===== config.mk =====
export PLATFORM = sky130hd
export DESIGN_NAME = memory_stage
export DESIGN_NICKNAME = d
export VERILOG_FILES = /design/src/rtl/memory_stage.sv
export SDC_FILE = /design/constraint.sdc
export NUM_CORES = 1
export LEC_CHECK = 0
export ABC_CLOCK_PERIOD_IN_PS = 2600
export CAP_MARGIN = 10
export CORE_AREA = 2 2 225 227
export CTS_CLUSTER_DIAMETER = 60
export DETAILED_ROUTE_END_ITERATION = 12
export DIE_AREA = 0 0 227 229
export DONT_BUFFER_PORTS = 1
export HOLD_SLACK_MARGIN = 0.06
export SLEW_MARGIN = 20
export SYNTH_ARGS = -nofsm -noshare
export SYNTH_HDL_FRONTEND = slang
export SYNTH_SLANG_ARGS = --single-unit

===== constraint.sdc =====
create_clock -name clk -period 2.6 [get_ports clk]
set_input_delay 0.65 -clock clk [delete_from_list [all_inputs] [get_ports clk]]
set_output_delay 0.65 -clock clk [all_outputs]
set_load 0.01 [all_outputs]

===== src/rtl/memory_stage.sv =====
// Memory-access stage of the 64-bit RISC-V pipeline: EX/MEM register, data-bus
// request generation, load extraction/extension, store alignment and MEM/WB register.
module memory_stage (
   input  logic        clk,
   input  logic        reset,
   input  logic        in_valid,
   input  logic [63:0] in_pc,
   input  logic [63:0] in_alu_out,
   input  logic [63:0] in_srcb,
   input  logic [4:0]  in_dst,
   input  logic        in_regwrite,
   input  logic        in_memread,
   input  logic        in_memwrite,
   input  logic [1:0]  in_msize,
   input  logic        in_unsigned,
   output logic        dreq_valid,
   output logic [63:0] dreq_addr,
   output logic [2:0]  dreq_size,
   output logic [7:0]  dreq_strobe,
   output logic [63:0] dreq_data,
   input  logic        dresp_data_ok,
   input  logic [63:0] dresp_data,
   output logic        stallM,
   output logic        out_valid,
   output logic [63:0] out_pc,
   output logic [63:0] out_result,
   output logic [4:0]  out_dst,
   output logic        out_regwrite,
   output logic        out_misalign,
   output logic [31:0] stall_cycles
);

   typedef enum logic {IDLE, REQ} stateType;

   stateType state, nextState;

   // EX/MEM register
   logic        rValid;
   logic [63:0] rPc;
   logic [63:0] rAluOut;
   logic [63:0] rSrcb;
   logic [4:0]  rDst;
   logic        rRegwrite;
   logic        rMemread;
   logic        rMemwrite;
   logic [1:0]  rMsize;
   logic        rUnsigned;

   logic [2:0]  offset;
   logic        rMem;
   logic        misalign;
   logic        inMisalign;
   logic        inStartsReq;
   logic [7:0]  baseStrobe;
   logic [63:0] rawData;
   logic [63:0] loadData;

   // Address bits that must be zero for an access of 2^msize bytes.
   function automatic logic [2:0] alignMask(input logic [1:0] msize);
      logic [2:0] mask;
      case (msize)
         2'd0:    mask = 3'b000;
         2'd1:    mask = 3'b001;
         2'd2:    mask = 3'b011;
         default: mask = 3'b111;
      endcase
      return mask;
   endfunction

   assign offset      = rAluOut[2:0];
   assign rMem        = rMemread | rMemwrite;
   assign misalign    = rMem & (|(offset & alignMask(rMsize)));
   assign inMisalign  = |(in_alu_out[2:0] & alignMask(in_msize));
   assign inStartsReq = in_valid & (in_memread | in_memwrite) & ~inMisalign;

   // NOTE: this design resets synchronously; every register, including the wide
   // datapath fields, is cleared so the dreq_* outputs read zero after reset.
   always_ff @(posedge clk) begin
      if (reset) begin
         rValid    <= 1'b0;
         rPc       <= '0;
         rAluOut   <= '0;
         rSrcb     <= '0;
         rDst      <= '0;
         rRegwrite <= 1'b0;
         rMemread  <= 1'b0;
         rMemwrite <= 1'b0;
         rMsize    <= '0;
         rUnsigned <= 1'b0;
      end else if (!stallM) begin
         rValid    <= in_valid;
         rPc       <= in_pc;
         rAluOut   <= in_alu_out;
         rSrcb     <= in_srcb;
         rDst      <= in_dst;
         rRegwrite <= in_regwrite;
         rMemread  <= in_memread;
         rMemwrite <= in_memwrite;
         rMsize    <= in_msize;
         rUnsigned <= in_unsigned;
      end
   end

   // NOTE: sequential state uses non-blocking assignments so every register
   // samples pre-edge values regardless of block ordering.
   always_ff @(posedge clk) begin
      if (reset) state <= IDLE;
      else       state <= nextState;
   end

   // NOTE: every output of this block is defaulted first, so no path leaves a
   // signal unassigned and no latch is inferred.
   always_comb begin
      nextState  = state;
      dreq_valid = 1'b0;
      stallM     = 1'b0;
      case (state)
         IDLE: begin
            if (inStartsReq) nextState = REQ;
         end
         REQ: begin
            dreq_valid = 1'b1;
            stallM     = ~dresp_data_ok;
            if (dresp_data_ok) nextState = inStartsReq ? REQ : IDLE;
         end
      endcase
   end

   // Request side is driven straight from R, so it is stable while stalled.
   always_comb begin
      case (rMsize)
         2'd0:    baseStrobe = 8'h01;
         2'd1:    baseStrobe = 8'h03;
         2'd2:    baseStrobe = 8'h0F;
         default: baseStrobe = 8'hFF;
      endcase
   end

   assign dreq_addr   = rAluOut;
   assign dreq_size   = {1'b0, rMsize};
   assign dreq_strobe = rMemwrite ? (baseStrobe << offset) : 8'h00;
   assign dreq_data   = rSrcb << {offset, 3'b000};

   assign rawData = dresp_data >> {offset, 3'b000};

   always_comb begin
      case (rMsize)
         2'd0:    loadData = {{56{~rUnsigned & rawData[7]}},  rawData[7:0]};
         2'd1:    loadData = {{48{~rUnsigned & rawData[15]}}, rawData[15:0]};
         2'd2:    loadData = {{32{~rUnsigned & rawData[31]}}, rawData[31:0]};
         default: loadData = rawData;
      endcase
   end

   // MEM/WB register; a stall inserts a bubble toward writeback.
   always_ff @(posedge clk) begin
      if (reset) begin
         out_valid    <= 1'b0;
         out_pc       <= '0;
         out_result   <= '0;
         out_dst      <= '0;
         out_regwrite <= 1'b0;
         out_misalign <= 1'b0;
      end else if (!stallM) begin
         out_valid    <= rValid;
         out_pc       <= rPc;
         out_result   <= rMemread ? loadData : rAluOut;
         out_dst      <= rDst;
         out_regwrite <= rRegwrite & ~misalign & ~rMemwrite;
         out_misalign <= rValid & rMem & misalign;
      end else begin
         out_valid    <= 1'b0;
      end
   end

   always_ff @(posedge clk) begin
      if (reset)       stall_cycles <= '0;
      else if (stallM) stall_cycles <= stall_cycles + 32'd1;
   end

endmodule


==> impl_metrics.ini <==
[run_status]
status = finished with violations
violations = negative setup slack

[clocking]
clockBufferDepth = 3
cts_buffers = 47
tritoncts = done
clk_pin_slew_ps = 60
clock_sinks = 373
cts-root-buf = clkbuf_16
insertion_delay_ps = 570
htreeDepth = 2
hold_buffers = 0

[floorplanning]
core-area_um2 = 49700
io_pins = 580
die-area_um2 = 52000
die_w_um = 227
die_h_um = 229
initial_utilization_pct = 35.6
rows = 82

[timing]
skew_ps = 13.9
finalHoldViolations = 0
fin_crit_sh_pct = 103
fmax_mhz = 374
setup_slack_ps = -70.9
relSlewSlack_pct = 51.7
finalMaxSlewViolations = 0
worst_slew_pin_slew_ps = 724
fin_tns_setup_ps = -500
grt_setup_unrepaired = true
min_period_ps = 2670
setup_viol = 18

[detailed_routing]
drc = 0
ant_nets = 0
firstDrtPassIters = 5
drtIter0Drc = 1414
avgRoutedWirePerCell_um = 23.9
vias = 17117
vias_per_cell = 5.70
postRouteWirelength_um = 71800

[placement]
port-buffer-count = 0
pre_cts_ws_ps = 104
placed_cell_area_um2 = 18700
place.gp.congestion = 0.874
dp_hpwl_um = 50700

[setup_path]
cp_slowest_stage_delay_ps = 440
endpoint_kind = primary output
start_kind = flip-flop
path_buf_inv = 3
critical_path.top_delay_family = buffers and inverters
critical_path_depth = 6
worstPathArrival_ps = 2020
rr_worst_depth = 9
worstPathMaxFanout = 6
slowest_stage = dfxtp_4
crit_type = flip-flop to primary output
path_cells = buf_8 > clkbuf_16 > mux2_4 > o21ai_2 > o22ai_2 > buf_4
worst_ep_required_time_ps = 1950

[cells_and_area]
drive_above_1_share_pct = 18.5
final_util_pct = 43.8
fillers = 4917
multiInputGateArea_um2 = 9950
seq_area_um2 = 7490
fin_area_um2 = 21700
syn2layout_area_growth_pct = 23.0
layout.nets = 2562

[global_routing]
grt_overflow_total = 0
grt_start_max_net_pins = 362
grt_usage_pct = 25.8
grt_first_pass_wirelength_um = 102000
grt_pass1_vias = 15955
antenna_found_initial = 9

[synthesis]
synth.distinct_cells = 66
synth_top_cells_by_area = dfxtp_1, nand2_1, a21oi_1, mux2i_1, clkbuf_1
avgSynthCellArea_um2 = 7.76
yosysTopAreaCell = dfxtp_1
synthArstFlopShare_pct = 0
yosysWarningCount = 0
ys_ff_latch = 373
synth_top_area_share_pct = 42.3
syn_nets = 2548
synthCells = 2276
synth-main-ff-cell = dfxtp_1
ys_seq_area_share_pct = 42.3
syn_area_um2 = 17700
synth_enable_flop_cells = 0

[pwr]
p_total_mw = 15.1
power.density_nw_per_um2 = 694
worst_ir_drop_vdd_mv = 0.460
power_leakage_nw = 8.24

[hold_path]
hp-class = input port to flip-flop
worstHoldPathCells = 1

[run]
drv_cap = 0
[placed cells by master (no fill, tap or decap), types with 10 or more instances in the layout]
cell / n
a211oi_2: 13
a21oi_1: 326
a21oi_2: 14
a221oi_1: 15
a32oi_1: 10
and2_4: 10
and3_1: 10
buf_12: 18
buf_4: 107
buf_6: 21
clkbuf_16: 53
dfxtp_1: 364
mux2_2: 21
mux2i_1: 92
mux4_2: 17
nand2_1: 644
nand2b_1: 12
nand3_1: 10
nor2_1: 122
nor3_1: 11
nor4_1: 15
o2111ai_1: 10
o211ai_1: 28
o21ai_0: 50
o21ai_2: 22
o22ai_1: 15
or3_1: 15
xnor2_1: 18
[stage by stage]
| step | hold WS (ps) | cells |
|---|---|---|
| 2_1_floorplan | 427 | 2276 |
| 3_3_place_gp | 436 | 2859 |
| 3_5_place_dp | 441 | 2859 |
| 5_1_grt | 116 | 3002 |
| 6_report | 178 | 3003 |
| 4_1_cts | 132 | 2966 |
[worst paths after layout]
| path | start | to | slack, ps |
|---|---|---|---|
| max | dreq_addr[2] | dreq_data[42] | -70 |
| min | reset | dreq_addr[60] | 180 |
| max reg2reg | dreq_addr[0] | out_result[49] | 170 |
| min reg2reg | rPc[30] | rPc[30] | 450 |
[metal layers]
metal | part of all wire [%] | wire (um) | up-vias | global-route usage [%]
li1 | - | - | 7921 | -
met1 | 39 | 27800 | 8250 | 30.7
met2 | 47 | 34000 | 788 | 42.5
met3 | 10 | 7300 | 150 | 8.86
met4 | 3.7 | 2690 | 8 | 10.1
met5 | 0.078 | 56 | - | 0
[registers in the layout (all words and copies together), names as in the netlist]
signal        flops
dreq_addr        64
out_pc           64
out_result       64
rPc              64
rSrcb            64
stall_cycles     32
out_dst           5
rDst              5
rMsize            2
out_misalign      1
out_regwrite      1
out_valid         1
rMemread          1
rMemwrite         1
rRegwrite         1
rUnsigned         1
rValid            1
state             1
[worst reg2reg max path: stages, from the launching register on]
cell       delay, ps
dfxtp_4          440
buf_6            150
buf_4            190
buf_4            250
nor2_1            80
a22o_1           250
a211oi_2         370
a2111oi_4         80
buf_4            240
a221oi_1         280
[cell usage after synthesis (all sizes together), types with 2 or more instances]
library cell	number
inv	10
nor2b	15
a21boi	2
and2	16
mux2	30
o211ai	28
nand4	8
o21ai	79
a21oi	342
o2111ai	10
a221oi	16
nand2	646
a2bb2oi	2
a31oi	7
or2	4
nor3	17
clkbuf	153
and4	3
a21o	3
a22oi	6
nand4b	2
or3	15
nor4	15
xnor2	18
a22o	6
and3	11
o221ai	9
a211o	9
nor2	137
a2111oi	10
a32oi	10
mux4	17
dfxtp	373
mux2i	108
o22ai	25
or4	10
a211oi	20
nand3	11
xor2	5
buf	46
nand2b	13
[report_power, final]
part / leakage [nW] / internal [mW] / total (mW) / switching [mW]
Clock: 0.776 / 3.89 / 6.55 / 2.67
Combinational: 4.37 / 0.906 / 2.00 / 1.09
Sequential: 3.09 / 6.05 / 6.54 / 0.484
[cell families (layout without fill, tap and decap cells)]
| kind of cell | count (synthesis) | count (layout) | share of synthesized area, % |
|---|---|---|---|
| other | 1 | 5 | 0.0212 |
| XOR/XNOR | 23 | 23 | 1.14 |
| multiplexers | 155 | 155 | 10.2 |
| adder cells (fa/ha/maj) | 1 | 1 | 0.0708 |
| AO/OA/AOI/OAI | 589 | 589 | 19.5 |
| AND/OR/NAND/NOR | 925 | 925 | 21.9 |
| flip-flops | 373 | 373 | 42.3 |
| buffers and inverters | 209 | 260 | 4.89 |
[what timing repair did]
item / in CTS / in global routing
resized for setup: 114 / 106
cloned: 5 / 5
buffers inserted: 16 / 28
endpoints found under the setup margin: 71 / 67
hold endpoints to repair: 0 / 0
pin swaps: 12 / 21
[area by class of cell]
cell class,instances,area share (%)
Clock inverter,22,1.04
Timing Repair Buffer,164,8.34
Clock buffer,64,6.22
Antenna cell,4,0.0461
Multi-Input combinational cell,1694,45.8
Sequential cell,373,34.5
Inverter,10,0.230
Tap cell,672,3.87
(Power assumes the default switching activity.)
